File: config.mk
export PLATFORM = sky130hd
export DESIGN_NAME = button_reader
export DESIGN_NICKNAME = d
export VERILOG_FILES = /design/src/rtl/button_reader_pkg.sv /design/src/rtl/button_debounce.sv /design/src/rtl/button_reader.sv
export SDC_FILE = /design/constraint.sdc
export NUM_CORES = 1
export LEC_CHECK = 0
export CORE_ASPECT_RATIO = 0.8
export CORE_MARGIN = 2
export CORE_UTILIZATION = 65
export CTS_BUF_LIST = sky130_fd_sc_hd__clkbuf_4 sky130_fd_sc_hd__clkbuf_8
export DETAILED_ROUTE_END_ITERATION = 8
export DONT_BUFFER_PORTS = 1
export PLACE_DENSITY_LB_ADDON = 0.15
export SETUP_SLACK_MARGIN = 0.5
export SLEW_MARGIN = 20
export SYNTH_ARGS = -nofsm -noshare
export SYNTH_HDL_FRONTEND = slang
export SYNTH_SLANG_ARGS = --single-unit
File: constraint.sdc
create_clock -name clk -period 2.8 [get_ports clk]
set_input_delay 0.7 -clock clk [delete_from_list [all_inputs] [get_ports clk]]
set_output_delay 0.7 -clock clk [all_outputs]
set_load 0.05 [all_outputs]
File: src/rtl/button_reader_pkg.sv
// Shared types and default timing for the pushbutton reader.
// Timing defaults assume a 100 MHz clock.
package button_reader_pkg;

    localparam int unsigned DEBOUNCE_CYCLES_DEF = 1000000;
    localparam int unsigned LONG_CYCLES_DEF     = 100000000;

    typedef enum logic [1:0] {
        ST_IDLE = 2'd0,
        ST_HELD = 2'd1,
        ST_LONG = 2'd2
    } state_t;

endpackage

File: src/rtl/button_debounce.sv
// Two-flop synchronizer plus saturating-run debounce counter.
// rise_c/fall_c flag the edge on which level is about to change.
module button_debounce
    import button_reader_pkg::*;
#(
    parameter int unsigned DEBOUNCE_CYCLES = DEBOUNCE_CYCLES_DEF,
    parameter int unsigned ACTIVE_LOW      = 1
) (
    input  logic clk,
    input  logic rst,
    input  logic btn,
    output logic level,
    output logic rise_c,
    output logic fall_c
);

    localparam int unsigned DB_W = $clog2(DEBOUNCE_CYCLES + 1);
    localparam logic RELEASED_PIN = (ACTIVE_LOW != 0) ? 1'b1 : 1'b0;

    logic            sync1;
    logic            sync2;
    logic            btn_s;
    logic            differ_c;
    logic            hit_c;
    logic [DB_W-1:0] db_cnt;

    // Reset loads the released pin level so reset itself never looks like a press.
    always_ff @(posedge clk) begin
        if (rst) begin
            sync1 <= RELEASED_PIN;
            sync2 <= RELEASED_PIN;
        end else begin
            sync1 <= btn;
            sync2 <= sync1;
        end
    end

    assign btn_s    = (ACTIVE_LOW != 0) ? ~sync2 : sync2;
    assign differ_c = (btn_s != level);
    assign hit_c    = differ_c && (db_cnt == DB_W'(DEBOUNCE_CYCLES - 1));
    assign rise_c   = hit_c && btn_s;
    assign fall_c   = hit_c && !btn_s;

    always_ff @(posedge clk) begin
        if (rst) begin
            level  <= 1'b0;
            db_cnt <= '0;
        end else if (hit_c) begin
            level  <= btn_s;
            db_cnt <= '0;
        end else if (differ_c) begin
            db_cnt <= db_cnt + DB_W'(1);
        end else begin
            db_cnt <= '0;
        end
    end

endmodule

File: src/rtl/button_reader.sv
// Debounced pushbutton with press/release pulses, short/long classification
// and a press-toggled latch; every pulse lands on the first cycle of the new level.
module button_reader
    import button_reader_pkg::*;
#(
    parameter int unsigned DEBOUNCE_CYCLES = DEBOUNCE_CYCLES_DEF,
    parameter int unsigned LONG_CYCLES     = LONG_CYCLES_DEF,
    parameter int unsigned ACTIVE_LOW      = 1
) (
    input  logic clk,
    input  logic rst,
    input  logic btn,
    output logic level,
    output logic press,
    output logic released,
    output logic short_click,
    output logic long_press,
    output logic toggle
);

    localparam int unsigned HOLD_W = $clog2(LONG_CYCLES + 1);

    state_t              state;
    state_t              state_nxt;
    logic                rise_c;
    logic                fall_c;
    logic                timeout_c;
    logic [HOLD_W-1:0]   hold_cnt;
    logic [HOLD_W-1:0]   hold_cnt_nxt;
    logic                press_nxt;
    logic                released_nxt;
    logic                short_click_nxt;
    logic                long_press_nxt;
    logic                toggle_nxt;

    button_debounce #(
        .DEBOUNCE_CYCLES (DEBOUNCE_CYCLES),
        .ACTIVE_LOW      (ACTIVE_LOW)
    ) u_debounce (
        .clk    (clk),
        .rst    (rst),
        .btn    (btn),
        .level  (level),
        .rise_c (rise_c),
        .fall_c (fall_c)
    );

    assign timeout_c = (state == ST_HELD) && (hold_cnt == HOLD_W'(LONG_CYCLES - 1));

    // State, hold counter and registered pulse outputs.
    always_ff @(posedge clk) begin
        if (rst) begin
            state       <= ST_IDLE;
            hold_cnt    <= '0;
            press       <= 1'b0;
            released    <= 1'b0;
            short_click <= 1'b0;
            long_press  <= 1'b0;
            toggle      <= 1'b0;
        end else begin
            state       <= state_nxt;
            hold_cnt    <= hold_cnt_nxt;
            press       <= press_nxt;
            released    <= released_nxt;
            short_click <= short_click_nxt;
            long_press  <= long_press_nxt;
            toggle      <= toggle_nxt;
        end
    end

    // A fall on the timeout edge goes straight to IDLE, so release wins.
    always_comb begin
        state_nxt = state;
        case (state)
            ST_IDLE: if (rise_c) state_nxt = ST_HELD;
            ST_HELD: begin
                if (fall_c)         state_nxt = ST_IDLE;
                else if (timeout_c) state_nxt = ST_LONG;
            end
            ST_LONG: if (fall_c) state_nxt = ST_IDLE;
            default: state_nxt = ST_IDLE;
        endcase
    end

    always_comb begin
        press_nxt       = (state == ST_IDLE) && rise_c;
        released_nxt    = (state != ST_IDLE) && fall_c;
        short_click_nxt = (state == ST_HELD) && fall_c;
        long_press_nxt  = timeout_c && !fall_c;
        toggle_nxt      = toggle ^ press_nxt;
        hold_cnt_nxt    = hold_cnt;
        if (press_nxt) begin
            hold_cnt_nxt = '0;
        end else if ((state == ST_HELD) && !fall_c && !timeout_c) begin
            hold_cnt_nxt = hold_cnt + HOLD_W'(1);
        end
    end

endmodule

======== Yosys cells after proc, flatten, opt, wreduce, memory -nomap -nowiden ========
Cells that the tools add are included.
operators by class
  add/subtract/negate cells ............... 2
  bitwise operators ....................... 3
  muxes and demuxes ....................... 5
  eq/ne operators ......................... 8
  divide/modulo/power cells ............... 0
  shifts and indexed selects .............. 0
  reduce and logical (&&, ||, !) cells .... 17
  $lt $le $gt $ge ......................... 0
  multipliers ............................. 0
operators by type and width
  cell                   number
  $add 27x1->27 const B  1
  $eq 27x27->1 const B   1
  $add 20x1->20 const B  1
  $eq 20x20->1 const B   1
  $logic_and 1x1->1      10
  $mux 2                 4
  $pmux 2 s3             1
  $ne 2x2->1 const B     2
  $ne 3x3->1 const B     1
  $reduce_and 3->1       1
  $reduce_or 3->1        1
  $eq 2x1->1 const B     1
  $eq 2x2->1 const B     1
  $logic_not 1->1        2
  $logic_not 2->1        1
  $not 1->1              2
  $reduce_bool 2->1      1
  $reduce_or 2->1        1
  $ne 1x1->1             1
  $xor 1x1->1            1
word-level totals
  memories ................................ 0
  register bits ........................... 57
  ROM bits ................................ 0
  memory bits (writable) .................. 0
  bits in latches ......................... 0
  input port bits ......................... 3
  logic and storage cells ................. 46

======== Depth between registers and ports, before layout ========
  word-level depth ........................ 7
  mapped depth ............................ 8
  gate-level depth less buffers ........... 6

======== By module ========
A second synthesis with hierarchy kept.
unflattened totals
  cell total of the unflattened synthesis .. 311
  area total of the unflattened synthesis .. 2,771.4 um^2
modules (own cells, without submodules)
  module           cells an instance  times used  area each (um^2)  seq. area each (um^2)
  button_reader    194                1           1,706.6           680.7
  button_debounce  117                1           1,064.8           460.4

======== Worst setup path after synthesis ========
OpenSTA, ideal clock, no wires.
  path type ............................... register to register
  start point ............................. register hold_cnt[8]
  end point ............................... register hold_cnt[16]
  data required time ...................... 2.728 ns
  library setup time ...................... 0.072 ns
  arrival ................................. 2.106 ns
  path slack .............................. 0.623 ns
  cell stages (with the launch flop) ...... 8
  buffers on the path ..................... 2
  cells stage by stage .................... dfxtp_1 buf_6 or4b_1 or4_4 or2_0 buf_2 nand4_1 mux2i_1
on the way
  word-level cells in the longest chain between the ends .. 4
RTL lines
  element                                                                RTL line             source
  start: declaration                                                     button_reader.sv:28  logic [HOLD_W-1:0] hold_cnt;
  start signal: assignment                                               button_reader.sv:62  hold_cnt <= hold_cnt_nxt;
  parallel branches: the longest is 4 deep, another holds $add 27x1->27  n/a
Parallel ways; which one is timed is not known.
A chain may end at the register's enable or synchronous reset.

======== Worst setup path after layout ========
  start point ............................. register hold_cnt[10]
  end point ............................... register hold_cnt[10]
Same word-level chain as after synthesis.

==> flow_summary.ini <==
[run_status]
status = finished clean

[sta]
totalNegativeSetupSlack_ns = 0
skew_ns = 0.00644
tightest_slew_ns = 0.729
hold_violations = 0
setup_viol = 0
maxSlewHeadroom_pct = 51.0
period_minus_slack_ns = 2.21
period_share_pct = 78.8
slew_viol_final = 0
rsz0062_at_grt = true
fmax_ghz = 0.453

[setup_path]
cp-start-kind = flop
reg2reg_depth = 5
reg2reg_slack_ns = 0.59
timing.rr.start = hold_cnt[10]
rr_endpoint = hold_cnt[10]
critPathMaxStageDelay_ns = 0.61
criticalPathCategory = flop to flop
cp_max_fo = 7
critical_path_arrival_ns = 2.48
setup.worst_path.end_class = flop
cpMaxStageDelayCell = or4_4
path_cells = or4_1, or4_4, or2_4, nand3_1, mux2i_1
required_ns = 3.07

[grt]
grt_max_degree = 46
grt_pass1_vias = 2147
grt_use_total_pct = 29.1
grt_antenna_before_repair = 0
grt.overflow.total = 0
grt_pass1_wl_um = 9910

[synth]
synth.net_count = 321
ys_seq_area_share_pct = 42.5
synth_area_mm2 = 0.00269
syn_inst = 316
ys_ff_latch = 57
synthFlopType = dfxtp_1
ys_warn_count = 0
synth.avg_cell_area_um2 = 8.50
synth_edf_count = 0
async_reset_ff_share_pct = 0
synth_cell_types = 46

[hold_path]
min_from = rst
holdPathStages = 1
holdPathEnd = state[0]
hp-class = primary input to flop

[routing]
vias = 2347
drt_pass1_iterations = 5
antenna_left = 0
wl_per_cell_um = 15.3
drt_iter0_drc = 205
vias_per_cell = 6.19
wl_um = 5790
drc = 0

[run]
drv_cap = 0

[placed_design]
hpwl_um = 3840
portBuffers = 0
placed_area_mm2 = 0.00273
gp_congestion = 0.853

[cts]
clkSinkCount = 57
htreeDepth = 3
postCtsSetupRepairBufs = 0
cts_buffer_depth = 2
root_buffer = clkbuf_8
clk_latency_ns = 0.35
cts_tree = done
clkTransAtPathRegs_ns = 0.06
cts_resized = 3
cts_hold_buffers = 0
cts_buffers = 9

[floorplanning]
placeableCoreArea_mm2 = 0.00388
pin_count = 9
die_y_um = 61.5
dieArea_mm2 = 0.00467
fp.dieW_um = 75.9
initial_core_util_pct = 69.3
num_rows = 20

[pwr]
powerDensity_mw_per_mm2 = 565
vdd_drop_max_mv = 0.520
leakage_nw = 0.941

[layout]
n_antenna_cell = 0
drive_gt1_share_pct = 9.57
syn_to_final_growth_pct = 10.6
nNetsFinal = 324
final_area_mm2 = 0.00297
-- registers in the layout, summed over array words and instances, names as in the netlist --
name / cells
hold_cnt: 27
long_press: 1
press: 1
released: 1
short_click: 1
state: 2
toggle: 1
u_debounce.db_cnt: 20
u_debounce.level: 1
u_debounce.sync1: 1
u_debounce.sync2: 1
-- power breakdown --
part           internal [mW]  switching [mW]
logic                0.00629          0.0123
registers              0.813         0.00113
clock network          0.519           0.327
-- cells by family after synthesis --
logic type	synth area share, %
adders and majority gates	0.931
AOI/OAI and AO/OA	13.1
xor gates and xnor gates	6.19
buffers and inverters	3.12
and+or+nand+nor	33.1
muxes	1.12
DFF	42.5
-- worst max path at each step --
stage	from	end	slack, ns
6_report	hold_cnt[10]	hold_cnt[10]	0.59
5_1_grt	u_debounce.db_cnt[0]	hold_cnt[19]	0.45
4_1_cts	u_debounce.db_cnt[0]	u_debounce.db_cnt[13]	0.50
3_5_place_dp	u_debounce.db_cnt[0]	u_debounce.db_cnt[13]	0.40
3_3_place_gp	u_debounce.db_cnt[0]	u_debounce.db_cnt[14]	0.41
2_1_floorplan	hold_cnt[8]	hold_cnt[16]	0.62
-- per-layer routing --
layer	vias up	wire, um	global-route usage (%)
met5	-	0	0
met4	0	107	10.3
met3	15	352	12.1
met2	74	2700	45.8
met1	1079	2620	36.2
li1	1179	-	-
-- cell usage after synthesis, types with 2 or more instances --
library cell | n | area (um^2)
a21oi_1 | 24 | 120
and2_1 | 5 | 31.3
and3_1 | 6 | 37.5
and4_1 | 3 | 26.3
buf_2 | 4 | 20.0
clkbuf_1 | 7 | 26.3
dfxtp_1 | 57 | 1140
ha_1 | 2 | 25.0
inv_1 | 5 | 18.8
mux2i_1 | 3 | 30.0
nand2_1 | 21 | 78.8
nand2b_1 | 6 | 37.5
nand3_1 | 21 | 105
nand3b_1 | 2 | 15.0
nand4_1 | 15 | 93.8
nor2_1 | 37 | 139
nor3_1 | 5 | 25.0
nor4_1 | 4 | 25.0
o2111ai_1 | 2 | 17.5
o211ai_1 | 2 | 15.0
o21ai_0 | 8 | 40.0
o31ai_1 | 14 | 105
or2_2 | 2 | 12.5
or3_1 | 7 | 43.8
or4_1 | 16 | 120
xnor2_1 | 6 | 52.6
xor2_1 | 13 | 114
-- cells in the final DEF (no fill, tap or decap), types with 3 or more instances in the layout --
cell type,n
dfxtp_1,57
nor2_1,37
a21oi_1,24
nand3_1,21
nand2_1,21
or4_1,16
nand4_1,15
o31ai_1,14
xor2_1,13
clkbuf_8,9
o21ai_0,8
nand2b_1,6
and3_1,6
or3_1,6
xnor2_1,6
and2_1,5
inv_1,5
nor3_1,5
nor4_1,4
buf_4,4
mux2i_1,3
and4_1,3
-- area by class of cell --
class,instances,area (um^2)
clock buffers,11,139
fillers,279,906
flip-flops and latches,57,1140
inverters,5,18.8
well taps,55,68.8
repair buffers,5,41.3
multi-input cells,241,1480
clock inverters,5,80.1
-- critical path, delay by kind of cell (launching register included) --
family | cells | cell delay (ns)
flops | 1 | 0.35
mux | 1 | 0.20
simple gates | 4 | 1.59
-- metrics by stage --
| stage | util [%] | hold WS [ns] | power, mW | setup slack, ns | cells |
|---|---|---|---|---|---|
| 2_1_floorplan | - | 0.389 | 0.845 | 0.623 | 316 |
| 3_3_place_gp | 70.4 | 0.392 | 0.849 | 0.415 | 363 |
| 3_5_place_dp | 70.4 | 0.400 | 0.850 | 0.397 | 363 |
| 4_1_cts | 76.3 | 0.403 | 1.69 | 0.500 | 379 |
| 5_1_grt | 76.6 | 0.398 | 1.72 | 0.447 | 379 |
| 6_report | 76.6 | 0.413 | 1.68 | 0.593 | 379 |
Power figures use the tool's default switching activity.
